$ cat src/rtl/seg7_scan_driver.sv
// Time-multiplexed seven-segment scanner with prescaler, anti-ghost blanking and
// frame-synchronous shadow update. Optional PWM dimming: define SEG7_SCAN_PWM_EN.
module seg7_scan_driver #(
  parameter int DIGITS    = 8,
  parameter int SCAN_DIV  = 50000,
  parameter int BLANK_CYC = 16,
  parameter bit SEG_INV   = 1'b0,
  parameter bit SEL_INV   = 1'b0
) (
  input  logic                  clk,
  input  logic                  rst,
  input  logic [4*DIGITS-1:0]   value,
  input  logic [DIGITS-1:0]     digit_en,
  input  logic [DIGITS-1:0]     dots,
  input  logic                  lz_blank,
  input  logic                  load,
`ifdef SEG7_SCAN_PWM_EN
  input  logic [3:0]            brightness,
`endif
  output logic [7:0]            seg,
  output logic [DIGITS-1:0]     sel,
  output logic                  frame_done
);

  localparam int PW = $clog2(SCAN_DIV);
  localparam int IW = $clog2(DIGITS);
  localparam logic [PW-1:0]     P_LAST  = PW'(SCAN_DIV - 1);
  localparam logic [PW-1:0]     P_BLANK = PW'(BLANK_CYC);
  localparam logic [IW-1:0]     I_LAST  = IW'(DIGITS - 1);
  localparam logic [7:0]        SEG_OFF = SEG_INV ? 8'hFF : 8'h00;
  localparam logic [DIGITS-1:0] SEL_OFF = SEL_INV ? {DIGITS{1'b1}} : {DIGITS{1'b0}};

  logic [PW-1:0]       prescaler_reg;
  logic [IW-1:0]       idx_reg;
  logic [4*DIGITS-1:0] pend_val_reg, active_val_reg;
  logic [DIGITS-1:0]   pend_en_reg, active_en_reg;
  logic [DIGITS-1:0]   pend_dots_reg, active_dots_reg;
  logic                pend_valid_reg;
  logic [7:0]          seg_reg, seg_next;
  logic [DIGITS-1:0]   sel_reg, sel_next;
  logic                frame_done_reg;
  logic                frame_end;
  logic [DIGITS-1:0]   upper_zero;
  logic [3:0]          cur_nib;
  logic                cur_blank;
  logic [6:0]          seg_main;

`ifdef SEG7_SCAN_PWM_EN
  logic [3:0]          pwm_cnt_reg;

  always_ff @(posedge clk or posedge rst) begin
    if (rst) pwm_cnt_reg <= 4'd0;
    else     pwm_cnt_reg <= pwm_cnt_reg + 4'd1;
  end
`endif

  assign frame_end = (prescaler_reg == P_LAST) && (idx_reg == I_LAST);

  // upper_zero[i]: digit i and every more significant digit hold zero
  generate
    for (genvar gi = 0; gi < DIGITS; gi++) begin : g_lz
      assign upper_zero[gi] = ~|active_val_reg[4*DIGITS-1:4*gi];
    end
  endgenerate

  always_comb begin
    cur_nib   = active_val_reg[{idx_reg, 2'b00} +: 4];
    cur_blank = !active_en_reg[idx_reg] ||
                (lz_blank && (idx_reg != '0) && upper_zero[idx_reg]);
    seg_main  = 7'h00;
    if (!cur_blank) begin
      case (cur_nib)
        4'h0: seg_main = 7'h3F;
        4'h1: seg_main = 7'h06;
        4'h2: seg_main = 7'h5B;
        4'h3: seg_main = 7'h4F;
        4'h4: seg_main = 7'h66;
        4'h5: seg_main = 7'h6D;
        4'h6: seg_main = 7'h7D;
        4'h7: seg_main = 7'h07;
        4'h8: seg_main = 7'h7F;
        4'h9: seg_main = 7'h6F;
        4'hA: seg_main = 7'h77;
        4'hB: seg_main = 7'h7C;
        4'hC: seg_main = 7'h39;
        4'hD: seg_main = 7'h5E;
        4'hE: seg_main = 7'h79;
        default: seg_main = 7'h71;
      endcase
    end
  end

  always_comb begin
    seg_next = SEG_OFF;
    sel_next = SEL_OFF;
    if (prescaler_reg >= P_BLANK) begin
      seg_next = {active_dots_reg[idx_reg], seg_main} ^ SEG_OFF;
      sel_next = (DIGITS'(1) << idx_reg) ^ SEL_OFF;
`ifdef SEG7_SCAN_PWM_EN
      if (pwm_cnt_reg > brightness) sel_next = SEL_OFF;
`endif
    end
  end

  always_ff @(posedge clk or posedge rst) begin
    if (rst) begin
      prescaler_reg   <= '0;
      idx_reg         <= '0;
      pend_val_reg    <= '0;
      pend_en_reg     <= '0;
      pend_dots_reg   <= '0;
      pend_valid_reg  <= 1'b0;
      active_val_reg  <= '0;
      active_en_reg   <= '0;
      active_dots_reg <= '0;
      seg_reg         <= SEG_OFF;
      sel_reg         <= SEL_OFF;
      frame_done_reg  <= 1'b0;
    end else begin
      if (prescaler_reg == P_LAST) begin
        prescaler_reg <= '0;
        idx_reg       <= (idx_reg == I_LAST) ? '0 : idx_reg + IW'(1);
      end else begin
        prescaler_reg <= prescaler_reg + PW'(1);
      end
      frame_done_reg <= frame_end;
      if (frame_end && pend_valid_reg) begin
        active_val_reg  <= pend_val_reg;
        active_en_reg   <= pend_en_reg;
        active_dots_reg <= pend_dots_reg;
        pend_valid_reg  <= 1'b0;
      end
      // a load on the frame-end edge lands in pending after the old pending moved on
      if (load) begin
        pend_val_reg   <= value;
        pend_en_reg    <= digit_en;
        pend_dots_reg  <= dots;
        pend_valid_reg <= 1'b1;
      end
      seg_reg <= seg_next;
      sel_reg <= sel_next;
    end
  end

  assign seg        = seg_reg;
  assign sel        = sel_reg;
  assign frame_done = frame_done_reg;

endmodule
$ cat config.mk
export PLATFORM = sky130hd
export DESIGN_NAME = seg7_scan_driver
export DESIGN_NICKNAME = d
export VERILOG_FILES = /design/src/rtl/seg7_scan_driver.sv
export SDC_FILE = /design/constraint.sdc
export NUM_CORES = 1
export LEC_CHECK = 0
export CAP_MARGIN = 20
export CORE_ASPECT_RATIO = 0.8
export CORE_MARGIN = 10
export CORE_UTILIZATION = 60
export CTS_CLUSTER_DIAMETER = 50
export DETAILED_ROUTE_END_ITERATION = 8
export PLACE_DENSITY = 0.86
export SETUP_SLACK_MARGIN = 0.02
export SLEW_MARGIN = 40
export SYNTH_ARGS = -nofsm -noshare
export SYNTH_HDL_FRONTEND = slang
export SYNTH_SLANG_ARGS = --single-unit
$ cat constraint.sdc
create_clock -name clk -period 10.47 [get_ports clk]
set_input_delay 1.5705 -clock clk [delete_from_list [all_inputs] [get_ports clk]]
set_output_delay 1.5705 -clock clk [all_outputs]
set_load 0.05 [all_outputs]
Yosys cells after proc, flatten, opt, wreduce, memory -nomap -nowiden --
Memories as Yosys holds them, arrays and structs flattened. Index checks and enable logic that the tools add are counted. Widths: inputs -> output; s select.
Word-level totals: word-level logic and storage cells 58, output and inout port bits 17, input bits 52, flip-flop bits (word level) 133, memories kept 1, ROM bits 112
Memory list:
- (name not given) | depth 16, bits a word 7, rd ports 1, clocked after memory_dff 0, wr ports 0, line 72 | case (cur_nib)
Operators by class: shifts and indexed selects 2, eq/ne operators 2, reductions and logical operators 24, add/subtract/negate cells 2, $lt $le $gt $ge 2, multiplexer cells 13
Operators with widths (number):
- $reduce_or 32->1 | 1
- $shiftx 32x6->4 | 1
- $reduce_or 28->1 | 1
- $reduce_or 24->1 | 1
- $reduce_or 20->1 | 1
- $add 16x1->16 const B | 1
- $eq 16x16->1 const B | 1
- $ge 16x5->1 const B | 1
- $mux 16 | 1
- $mux 8 | 2
- $reduce_or 16->1 | 1
- $reduce_or 12->1 | 1
- $bmux 1 s3 | 3
- $logic_not 1->1 | 9
- $reduce_or 8->1 | 1
- $shl 1x3->8 const A | 1
- $mux 7 | 1
- $mux 1 | 5
- $logic_and 1x1->1 | 4
- $lt 3x4->1 const B | 1
- $reduce_or 4->1 | 1
- $add 3x1->3 const B | 1
- $eq 3x3->1 const B | 1
- $mux 3 | 1
- other kinds (3) | 3

Depth between registers and ports, before layout --
word-level depth 8, gate-level depth with buffers 9, gate-level depth less buffers 7

Worst setup path before layout --
OpenSTA, ideal clock, no wires.
path kind in2reg, start point in load, end point reg pend_dots_reg[0], required time 10.345 ns, cell stages on the path 3, setup time 0.125 ns, path buffers 2, data arrival time 2.605 ns, path slack 7.740 ns, cells stage by stage buf_1 -> buf_1 -> mux2_2
RTL lines:
- start: declaration | line 16 | input logic load,
- end signal: assignment | line 137 | pend_dots_reg <= dots;
- end: declaration | line 37 | logic [DIGITS-1:0] pend_dots_reg, active_dots_reg;
No word-level cell between the ends.

Final worst setup path --
start point reg sel_reg[4] (netlist: sel[4]), end point out sel[4]
RTL lines:
- start: declaration | line 40 | logic [DIGITS-1:0] sel_reg, sel_next;
- start signal: assignment | line 141 | sel_reg <= sel_next;
- end: declaration | line 21 | output logic [DIGITS-1:0] sel,
No word-level cell between the ends.

==> metrics.yaml <==
worst_hold_path_type: "flip-flop to flip-flop"
synth.ff_latch_count: 133
maxCapViolations: 0
cts_num_sinks: 133
timing.critical_path.max_delay_family: "buffers and inverters"
avgSynthCellArea_sq_um: 14.4
drive_gt1_share_pct: 30.0
totalWireLength_um: 12400
die_h_um: 108
async_flop_share_pct: 100
seq_area_frac_synth_pct: 56.8
die_area_sq_um: 14200
areaGrowthSynthToFinish_pct: 24.0
report.final.setup_viol: 0
ctsHtreeMaxLevel: 4
max-slew-margin-rel_pct: 43.9
grt_first_pass_wirelength_um: 20900
criticalPathCategory: "flip-flop to output pin"
insertedDiodeCount: 0
outcome: "complete, no violations"
floorplan.initialDensity_pct: 61.0
wl_met2_um: 6060
post-cts-setup-buffers: 0
hold_viol: 0
grt_start_max_net_pins: 68
p_leak_nw: 3.44
period_minus_slack_ns: 3.13
synth_warnings: 0
cts_hold_buf: 0
vias_per_cell: 5.92
port_buffers: 68
wl_per_cell_um: 20.3
critical-path-slowest-cell: "sky130_fd_sc_hd__clkdlybuf4s50_1"
synthesized_area_sq_um: 5860
worstSetupEndpointType: "output pin"
design.core.area_sq_um: 9610
wl_met1_um: 5230
irDropWorstVdd_mv: 0.108
timing.critical_path.arrival_ns: 1.56
achievable-frequency_mhz: 319
remaining_drc_errors: 0
finalWorstSetupSlack_ns: 7.34
final.setup.tns_ns: 0
syn-num-nets: 474
number_of_antenna_violations_at_the_first_check_in_global_routing: 0
worstPathBufferInverterCount: 1
synth.lib_cells_used.distinct: 40
cts_made_buffers: 17
power_per_cell_area_nw_per_um2: 171
worst_path_largest_cell_delay_ns: 0.82
instance_count_of_the_mapped_netlist: 408
cts-root-buf: "sky130_fd_sc_hd__clkbuf_16"
max-clock-path-buffers: 2
clk-insertion-delay-late_ns: 0.42
dp.final_hpwl_um: 8240
critPathMaxFanout: 1
final_net_count: 547
number_of_flops_mapped_to_enable_cells_by_yosys: 0
worst_setup_path_start_kind: "flip-flop"
finalClockSkew_ns: 0.0103
ios: 69
tightestPinTransition_ns: 0.842
crit_chain: "clkdlybuf4s50_1"
post-layout-total-power_mw: 1.24
globalRouteTotalUtil_pct: 19.2
drt_pass1_iterations: 5
met3_wirelength_um: 915
grt_setup_unrepaired: "false"
required_ns: 8.90
fin_crit_sh_pct: 29.9
ys.flop_type: "sky130_fd_sc_hd__dfrtp_1"
grt.overflow.total: 0
postRouteAntennaNets: 0
chipWidth_um: 131
report.final.slew_viol_count: 0
dp_slack_ns: 6.95
final_gp_congestion: 0.815
core.rowCount: 32
cts.clk_slew.worst_paths_ns: 0.06
drt_iter0_drc: 270
post_cts.resized_instances: 0
cts_tree: "built"
grt_pass1_vias: 3978
vias: 3626
route.top_layer_used: "met4"
fill_cells: 595
-- placed cells by master (no fill, tap or decap), drive strengths merged, types with 2 or more instances in the layout --
| cell | n |
|---|---|
| a21oi | 3 |
| a221oi | 3 |
| a222oi | 3 |
| and2 | 3 |
| and3 | 7 |
| buf | 4 |
| bufinv | 5 |
| clkbuf | 19 |
| clkdlybuf4s50 | 67 |
| clkinv | 5 |
| dfrtp | 133 |
| ha | 14 |
| inv | 15 |
| mux2 | 97 |
| mux2i | 7 |
| mux4 | 12 |
| nand2 | 13 |
| nand3 | 13 |
| nor2 | 17 |
| nor2b | 2 |
| nor3 | 6 |
| nor3b | 2 |
| nor4 | 12 |
| o211ai | 3 |
| o21ai | 4 |
| xnor2 | 5 |
| xor2 | 9 |
-- final timing paths --
check / start / slack [ns] / endpoint / cells past startpoint
max in group asynchronous: rst / 7.88 / pend_valid_reg / 3
max reg2reg: prescaler_reg[12] / 7.48 / active_val_reg[15] / 7
min reg2reg: pend_en_reg[5] / 0.51 / active_en_reg[5] / 1
max: sel[4] / 7.34 / sel[4] / 1
min in group asynchronous: rst / 1.61 / pend_dots_reg[0] / 2
min: pend_en_reg[5] / 0.51 / active_en_reg[5] / 1
-- cells in the mapped netlist, drive strengths merged (3+ instances only) --
cell type  number  area share [%]
nand3          13             1.2
nor2           17             1.1
nor4           12             1.5
clkbuf          3            0.19
ha             14             3.0
nor3            6            0.60
mux4           12             4.6
a221oi          3            0.45
and2            3            0.32
dfrtp         133              57
mux2           97              20
and3            7            0.75
a21oi           3            0.26
nand2          13            0.83
inv            13            0.83
xor2            9             1.3
xnor2           5            0.75
mux2i           7             1.2
o211ai          3            0.38
a222oi          3            0.51
o21ai           4            0.34
buf            14             1.4
-- metal layers --
metal / track usage, % / vias up
li1: - / 1625
met1: 23.5 / 1834
met2: 30.8 / 143
met3: 7.09 / 24
met4: 6.50 / 0
met5: 0 / -
-- layout make-up --
class / count / area, sq um / area share, %
Sequential cell: 133 / 3330 / 45.8
Multi-Input combinational cell: 244 / 2390 / 32.9
Timing Repair Buffer: 71 / 704 / 9.69
Clock buffer: 19 / 433 / 5.96
Clock inverter: 12 / 203 / 2.79
Tap cell: 119 / 149 / 2.05
Inverter: 14 / 57.6 / 0.792
-- logic make-up (layout without fill, tap and decap cells) --
group                    count (synthesis)  count (layout)  share of synthesized area [%]
flip-flops                             133             133                           56.8
multiplexers                           116             116                           25.7
AND/OR/NAND/NOR                         77              77                           7.02
buffers and inverters                   31             116                           2.50
AO/OA/AOI/OAI                           23              23                           2.92
adder cells (fa/ha/maj)                 14              14                           2.99
XOR/XNOR                                14              14                           2.09
-- report_power, final --
| group | leakage [nW] | internal (mW) | switching [mW] |
|---|---|---|---|
| clock | 0.308 | 0.422 | 0.221 |
| combinational | 1.41 | 0.0336 | 0.0206 |
| sequential | 1.72 | 0.533 | 0.0115 |
-- metrics by stage --
| step | cell area [sq um] | hold slack, ns | cells | utilization (%) |
|---|---|---|---|---|
| 6_report | 7270 | 0.509 | 612 | 75.6 |
| 5_1_grt | 7270 | 0.524 | 612 | 75.6 |
| 4_1_cts | 7250 | 0.509 | 611 | 75.4 |
| 3_5_place_dp | 6610 | 0.475 | 580 | 68.8 |
| 3_3_place_gp | 6610 | 0.472 | 580 | 68.8 |
| 2_1_floorplan | 5860 | 0.454 | 408 | - |
Power figures use the tool's default switching activity.
